[config.mk]
export PLATFORM = sky130hd
export DESIGN_NAME = instr_sequencer
export DESIGN_NICKNAME = d
export VERILOG_FILES = /design/src/rtl/instr_sequencer.sv
export SDC_FILE = /design/constraint.sdc
export NUM_CORES = 1
export LEC_CHECK = 0
export ABC_AREA = 1
export CAP_MARGIN = 20
export CORE_MARGIN = 2
export CORE_UTILIZATION = 51
export CTS_BUF_LIST = sky130_fd_sc_hd__clkbuf_8 sky130_fd_sc_hd__clkbuf_16
export DETAILED_ROUTE_END_ITERATION = 6
export HOLD_SLACK_MARGIN = 0.08
export PLACE_DENSITY = 0.89
export SETUP_SLACK_MARGIN = 0.02
export SLEW_MARGIN = 20
export SYNTH_ARGS = -nofsm -noshare
export SYNTH_HDL_FRONTEND = slang
export SYNTH_SLANG_ARGS = --single-unit
[constraint.sdc]
create_clock -name clk -period 3.1 [get_ports clk]
set_input_delay 0.62 -clock clk [delete_from_list [all_inputs] [get_ports clk]]
set_output_delay 0.62 -clock clk [all_outputs]
set_load 0.01 [all_outputs]
[src/rtl/instr_sequencer.sv]
// Instruction fetch/execute sequencer: fetches a word, presents it for one
// execute cycle, advances the PC. Optional build macro: SEQ_HALT_ON_OVFL_EN.
module instr_sequencer #(
  parameter logic [31:0] RESET_PC    = 32'h0000_0000,
  parameter logic [5:0]  HALT_OPCODE = 6'h3F
) (
  input  logic        clk,
  input  logic        reset,
  input  logic        start,
  output logic        imem_req,
  output logic [31:0] imem_addr,
  input  logic        imem_ack,
  input  logic [31:0] imem_rdata,
  output logic [31:0] instr,
  output logic        instr_valid,
  input  logic        pc_src,
  input  logic [15:0] imm_16,
  input  logic        overflow,
  output logic [31:0] pc,
  output logic        busy,
  output logic        halted,
  output logic [15:0] retired_count
);

  // state | meaning
  // IDLE  | waiting for start
  // FETCH | request word at pc, wait for imem_ack
  // EXEC  | instr valid for one cycle, next pc computed
  // HALT  | stopped; only reset leaves
  localparam logic [1:0] S_IDLE  = 2'd0;
  localparam logic [1:0] S_FETCH = 2'd1;
  localparam logic [1:0] S_EXEC  = 2'd2;
  localparam logic [1:0] S_HALT  = 2'd3;

  logic [1:0]  state_q, state_d;
  logic [31:0] pc_q, pc_d;
  logic [31:0] instr_q, instr_d;
  logic [15:0] retired_q, retired_d;

  logic [31:0] pc_inc;
  logic [31:0] branch_off;
  logic [31:0] pc_next;

  assign pc_inc     = pc_q + 32'd4;
  assign branch_off = {{14{imm_16[15]}}, imm_16, 2'b00};
  assign pc_next    = pc_src ? (pc_inc + branch_off) : pc_inc;

`ifndef SEQ_HALT_ON_OVFL_EN
  // Port kept for a uniform pinout; ignored in this build.
  logic unused_overflow;
  assign unused_overflow = overflow;
`endif

  always_comb begin
    state_d   = state_q;
    pc_d      = pc_q;
    instr_d   = instr_q;
    retired_d = retired_q;
    case (state_q)
      S_IDLE: begin
        if (start) begin
          pc_d    = RESET_PC;
          state_d = S_FETCH;
        end
      end
      S_FETCH: begin
        if (imem_ack) begin
          instr_d = imem_rdata;
          state_d = (imem_rdata[31:26] == HALT_OPCODE) ? S_HALT : S_EXEC;
        end
      end
      S_EXEC: begin
        retired_d = retired_q + 16'd1;
`ifdef SEQ_HALT_ON_OVFL_EN
        // Faulting instruction keeps its own address in pc.
        if (overflow) begin
          state_d = S_HALT;
        end else begin
          pc_d    = pc_next;
          state_d = S_FETCH;
        end
`else
        pc_d    = pc_next;
        state_d = S_FETCH;
`endif
      end
      S_HALT: begin
        state_d = S_HALT;
      end
      default: begin
        state_d = S_IDLE;
      end
    endcase
  end

  always_ff @(posedge clk or posedge reset) begin
    if (reset) begin
      state_q   <= S_IDLE;
      pc_q      <= RESET_PC;
      instr_q   <= 32'h0000_0000;
      retired_q <= 16'h0000;
    end else begin
      state_q   <= state_d;
      pc_q      <= pc_d;
      instr_q   <= instr_d;
      retired_q <= retired_d;
    end
  end

  // Status outputs decode straight from state so reset clears them at once.
  assign imem_req      = (state_q == S_FETCH);
  assign imem_addr     = pc_q;
  assign instr_valid   = (state_q == S_EXEC);
  assign busy          = (state_q == S_FETCH) || (state_q == S_EXEC);
  assign halted        = (state_q == S_HALT);
  assign instr         = instr_q;
  assign pc            = pc_q;
  assign retired_count = retired_q;

endmodule

After elaboration in Yosys (flattened, before gate mapping) --
Cells that the tools add are included.
Operators by class: muxes and demuxes 7, add/sub/neg operators 3, eq/ne operators 6, reductions and logical operators 6
Operators with widths (count):
- 32-bit 2-to-1 mux | 2
- 32-bit case mux with 2 select lines | 1
- 32-bit by 3-bit adder with 32-bit output (second input constant) | 1
- 32-bit adder | 1
- 16-bit by 1-bit adder with 16-bit output (second input constant) | 1
- 2-bit case mux with 4 select lines | 1
- 6-bit == test (second input constant) | 1
- 2-bit AND reduction | 3
- 2-bit == test (second input constant) | 2
- 2-bit 2-to-1 mux | 2
- 2-bit by 1-bit == test with 1-bit output (second input constant) | 1
- 2-bit logical NOT | 1
- 2-bit by 1-bit != test with 1-bit output (second input constant) | 1
- 2-bit != test (second input constant) | 1
- 2-bit nonzero test | 1
- 1-bit logical OR | 1
- 1-bit 2-to-1 mux | 1
Word-level totals: register bits 82, logic and storage cells 26, output and inout port bits 116, input port bits 54

Logic depth before layout (Yosys ltp) --
word-level depth 4, gate-level depth with buffers 22, depth with buffers taken out 22

Least setup slack after synthesis --
Ideal clock, no wire load.
kind register to register, start point register pc_q[2] (netlist: imem_addr[2]), end point register pc_q[29] (netlist: imem_addr[29]), arrival 2.681 ns, cell stages (with the launch flop) 19, setup slack 0.302 ns, library setup time 0.116 ns, required time 2.984 ns, path buffers 0, cells stage by stage dfrtp_1 > ha_1 > nand3_1 > nor2_1 > nand3_2 > nor2_4 > xor2_1 > inv_1 > ha_1 > a21oi_1 > nor2_1 > nor2_1 > o21ai_0 > a21oi_1 > nand2_1 > nand2_1 > nand3_1 > nand2_1 > nand2_1
On the way: cells in the longest elaborated chain, start to end 4
Ends and longest elaborated chain:
- from (decl) | line 36 | logic [31:0] pc_q, pc_d;
- from (signal assigned) | line 104 | pc_q <= pc_d;
- 32-bit by 3-bit adder with 32-bit output * | line 44 | assign pc_inc = pc_q + 32'd4;
- 32-bit adder | line 46 | assign pc_next = pc_src ? (pc_inc + branch_off) : pc_inc;
- 32-bit 2-to-1 mux * | line 46
- 32-bit case mux with 2 select lines * | line 59 | case (state_q)
Mark *: on every way between the ends. The rest lies on a longest branch, timed or not. A chain may end at the register's enable or synchronous reset.

Final worst setup path --
start point register pc_q[9] (netlist: imem_addr[9]), end point register pc_q[30] (netlist: imem_addr[30])
The elaborated chain is that of the path after synthesis.

==> reports/summary.log <==
qor: grt.gr-usage-met1 36.7%
qor: synthesis.largest_family_of_logic_cells_by_synthesized_area simple AND/OR/NAND/NOR gates
qor: grt.via_count_of_the_first_global_routing_pass 6723
qor: synthesis.yosys.area_share.adder 7.58%
qor: synthesis.ys_dominant_reg_cell sky130_fd_sc_hd__dfrtp_1
qor: synthesis.area_leader_netlist sky130_fd_sc_hd__dfrtp_1
qor: clock_tree.cts_root_buf sky130_fd_sc_hd__clkbuf_16
qor: layout.multi_input_area 0.00415 mm2
qor: layout.final.fill_count 966
qor: worst_setup_path.endpoint_kind flop
qor: routing.wire_per_inst 16.2 um
qor: floorplanning.placeableCoreArea 0.0132 mm2
qor: sta.slew_headroom 44.5%
qor: synthesis.synth-xor-area-share 4.05%
qor: routing.vias 7107
qor: placed_design.io_buffer_count 164
qor: power.power_density_of_the_placed_cells 279 mW/mm2
qor: worst_setup_path.path_class flop to flop
qor: synthesis.synth_area 0.00687 mm2
qor: sta.fin_crit 2.98 ns
qor: layout.most_frequent_cells_in_the_layout sky130_fd_sc_hd__nand2_1 (284), sky130_fd_sc_hd__clkdlybuf4s50_1 (164), sky130_fd_sc_hd__inv_1 (136), sky130_fd_sc_hd__dfrtp_1 (70), sky130_fd_sc_hd__nand3_1 (66)
qor: synthesis.synth-compound-area-share 7.80%
qor: routing.detail_route.first_pass.iterations 6
qor: sta.min_period_over_period 96.2%
qor: grt.met3_usage_grt 5.47%
qor: synthesis.synth_largest_type_area_fraction 29.2%
qor: synthesis.synth_area_leaders sky130_fd_sc_hd__dfrtp_1 (29%), sky130_fd_sc_hd__nand2_1 (16%), sky130_fd_sc_hd__inv_1 (7.5%), sky130_fd_sc_hd__ha_1 (7.3%), sky130_fd_sc_hd__mux2_2 (5.2%)
qor: worst_setup_path.worst-endpoint-required 3.33 ns
qor: sta.setup_total_negative_slack 0 ns
qor: worst_setup_path.cp_data_arrival_time 3.21 ns
qor: placed_design.dp_hpwl 15800 um
qor: floorplanning.design.portCount 170
qor: worst_setup_path.setup.worst_path.start_class flop
qor: layout.ff_latch_area 0.00201 mm2
qor: synthesis.yosysUniqueCellTypes 49
qor: layout.synthToLayoutAreaGrowth 32.8%
qor: synthesis.ys_ff_latch 80
qor: clock_tree.tritoncts yes
qor: routing.avgViaCountPerCell 5.44
qor: grt.grt_util_met2 50.6%
qor: clock_tree.clock_tree.buffer_depth 2
qor: clock_tree.cts_buffers 9
qor: routing.drt_iter0_markers 797
qor: grt.grt-busiest-layer met2
qor: power.vdd_drop_max 401 uV
qor: clock_tree.tritoncts_num_sinks 80
qor: layout.antennaDiodeCount 0
qor: grt.grt_start_max_net_pins 38
qor: flow_run.max_cap_viol_count 0
qor: outcome.status finished clean
qor: sta.setup_viol 0
qor: floorplanning.start_util 52.1%
qor: power.power_leakage 0.00476 uW
qor: sta.max_freq 335 MHz
qor: grt.track_usage 29.2%
qor: routing.antenna_violating_nets_remaining 0
qor: sta.worst_pin_slew 0.831 ns
qor: floorplanning.fp-row-count 42
qor: layout.layout_commonest_cell sky130_fd_sc_hd__nand2_1
qor: worst_setup_path.cp-startpoint imem_addr[9]$_DFFE_PP0P_
qor: floorplanning.design.die.area 0.0144 mm2
qor: layout.share_of_post_route_cells_with_drive_strength_above_1 14.2%
qor: synthesis.ys_seq_area_share 29.2%
qor: clock_tree.cts.clk_slew.worst_paths 0.06 ns
qor: routing.drc 0
qor: floorplanning.die-height 120 um
qor: sta.rsz0062_at_grt true
qor: grt.antenna_found_initial 0
qor: worst_hold_path.worst_hold_path_type flop to flop
qor: synthesis.synth_enable_flop_cells 0
qor: sta.hold_ws 0.466 ns
qor: clock_tree.worst_skew_pair.late_latency 0.33 ns
qor: synthesis.post_synth_and_or_nand_nor_area_fraction 33.6%
qor: routing.routed_wl 21200 um
qor: sta.final_max_slew_viol_count 0
qor: layout.final_nets 1221
qor: grt.grt-ovfl-total 0
qor: grt.grt_pass1_wl 33400 um
qor: synthesis.async_set_reset_flop_share_out_of_synthesis 100%
qor: clock_tree.clock_tree.htree_level_count 3
qor: synthesis.yosys-mux-area-fraction 5.25%
qor: worst_setup_path.worstReg2RegStart imem_addr[9]$_DFFE_PP0P_
qor: synthesis.number_of_standard_cells_after_synthesis 970
qor: worst_hold_path.hp-start retired_count[15]$_DFFE_PP0P_
qor: floorplanning.die_width 120 um
qor: placed_design.place_congestion 0.976
qor: worst_setup_path.cp_max_fo 6
qor: sta.finalClockSkew 0.00774 ns
qor: synthesis.synth.yosys.warnings 0
qor: sta.timing.final.hold_violations 0
qor: synthesis.postSynthAreaPerCell 7.08 um2
registers in the layout (all words and copies together) (netlist names):
signal,flops
instr,32
state_q,2
retired_count,16
imem_addr,30
timing repair:
item | 4_1_cts | 5_1_grt
endpoints found under the setup margin | 0 | 19
hold buffers | 0 | 0
buffers inserted | 0 | 4
resized for setup | 0 | 48
final timing paths:
check / end / slack (ns) / depth (start not counted)
setup / recovery: imem_addr[30]$_DFFE_PP0P_ / 0.12 / 19
hold / removal: retired_count[15]$_DFFE_PP0P_ / 0.47 / 1
setup reg to reg: imem_addr[30]$_DFFE_PP0P_ / 0.12 / 19
hold reg to reg: retired_count[15]$_DFFE_PP0P_ / 0.47 / 1
max in group asynchronous: instr[23]$_DFFE_PP0P_ / 1.84 / 3
min in group asynchronous: imem_addr[29]$_DFFE_PP0P_ / 0.60 / 2
metrics by stage:
step	util [%]	cells	worst slack [ns]	area [um2]	total power, uW
floorplan	-	973	0.302	6880	1250
global placement	65.1	1287	0.182	8590	1370
detailed placement	65.1	1287	0.113	8590	1380
CTS	67.7	1303	0.122	8930	2530
global route	69.2	1307	-0.0168	9120	2630
finish	69.2	1307	0.118	9120	2540
Yosys cell counts, types with 2 or more instances:
cell type and n:
sky130_fd_sc_hd__o21ai_2 3, sky130_fd_sc_hd__o221ai_1 3, sky130_fd_sc_hd__nor3_4 3, sky130_fd_sc_hd__nand3_1 69
sky130_fd_sc_hd__buf_4 35, sky130_fd_sc_hd__a21oi_1 35, sky130_fd_sc_hd__nand2_2 10, sky130_fd_sc_hd__ha_1 40
sky130_fd_sc_hd__nand4_1 16, sky130_fd_sc_hd__xnor2_2 2, sky130_fd_sc_hd__buf_2 5, sky130_fd_sc_hd__nand3b_1 5
sky130_fd_sc_hd__xor2_1 23, sky130_fd_sc_hd__a31oi_1 2, sky130_fd_sc_hd__nand2_1 286, sky130_fd_sc_hd__dfrtp_1 80
sky130_fd_sc_hd__nor3_1 7, sky130_fd_sc_hd__a21o_1 2, sky130_fd_sc_hd__buf_1 3, sky130_fd_sc_hd__or2_2 2
sky130_fd_sc_hd__o21ai_1 3, sky130_fd_sc_hd__nand2_4 2, sky130_fd_sc_hd__nor2_4 6, sky130_fd_sc_hd__inv_2 4
sky130_fd_sc_hd__nor2_1 74, sky130_fd_sc_hd__clkinv_1 2, sky130_fd_sc_hd__and2_1 5, sky130_fd_sc_hd__o21bai_1 8
sky130_fd_sc_hd__mux2_2 32, sky130_fd_sc_hd__o21ai_0 31, sky130_fd_sc_hd__xnor2_1 5, sky130_fd_sc_hd__nor3_2 2
sky130_fd_sc_hd__o22ai_1 3, sky130_fd_sc_hd__nor3b_4 2, sky130_fd_sc_hd__inv_1 137, sky130_fd_sc_hd__clkbuf_1 4
sky130_fd_sc_hd__nand3_2 7
routing by layer:
layer	wire length, um	vias to the layer above	part of all wire [%]
li1	-	3381	-
met5	0	-	0
met2	10200	373	48
met4	614	0	2.9
met1	8320	3297	39
met3	2010	56	9.5
cells by family (layout without fill, tap and decap cells):
| group | after synthesis | in the layout |
|---|---|---|
| compound gates | 94 | 94 |
| mux | 32 | 32 |
| flops | 80 | 80 |
| other cells | 1 | 4 |
| simple gates | 501 | 501 |
| xor+xnor | 30 | 30 |
| buf+inv | 191 | 349 |
| fa+ha+maj | 41 | 41 |
report_power, final:
group	total [uW]	leakage [uW]	switching, uW	internal [uW]
Clock	1160	0.000163	413	748
Sequential	1040	0.00103	0	1040
Combinational	336	0.00357	196	140
layout make-up:
type / instances / area share (%)
timing repair buffer: 190 / 20.4
inverter: 143 / 5.90
clock buffer: 11 / 2.77
clock inverter: 5 / 0.878
multi-input combinational: 702 / 45.5
tap: 176 / 2.41
sequential: 80 / 22.1
critical path, stage by stage, from the launching register on:
cell and delay (ns):
sky130_fd_sc_hd__dfrtp_2 0.44, sky130_fd_sc_hd__nand2_1 0.15, sky130_fd_sc_hd__nor2_1 0.30, sky130_fd_sc_hd__nand2_1 0.13
sky130_fd_sc_hd__nor2_1 0.23, sky130_fd_sc_hd__nand2_1 0.12, sky130_fd_sc_hd__nand2_1 0.09, sky130_fd_sc_hd__nand2_1 0.07
sky130_fd_sc_hd__inv_1 0.10, sky130_fd_sc_hd__ha_1 0.29, sky130_fd_sc_hd__a21oi_1 0.18, sky130_fd_sc_hd__o21ai_0 0.16
sky130_fd_sc_hd__nand2_1 0.10, sky130_fd_sc_hd__nand2_1 0.05, sky130_fd_sc_hd__a21oi_1 0.15, sky130_fd_sc_hd__nand2_1 0.07
sky130_fd_sc_hd__nand2_1 0.06, sky130_fd_sc_hd__nand3_1 0.08, sky130_fd_sc_hd__nand2_1 0.09, sky130_fd_sc_hd__nand2_1 0.05
(Power assumes the default switching activity.)
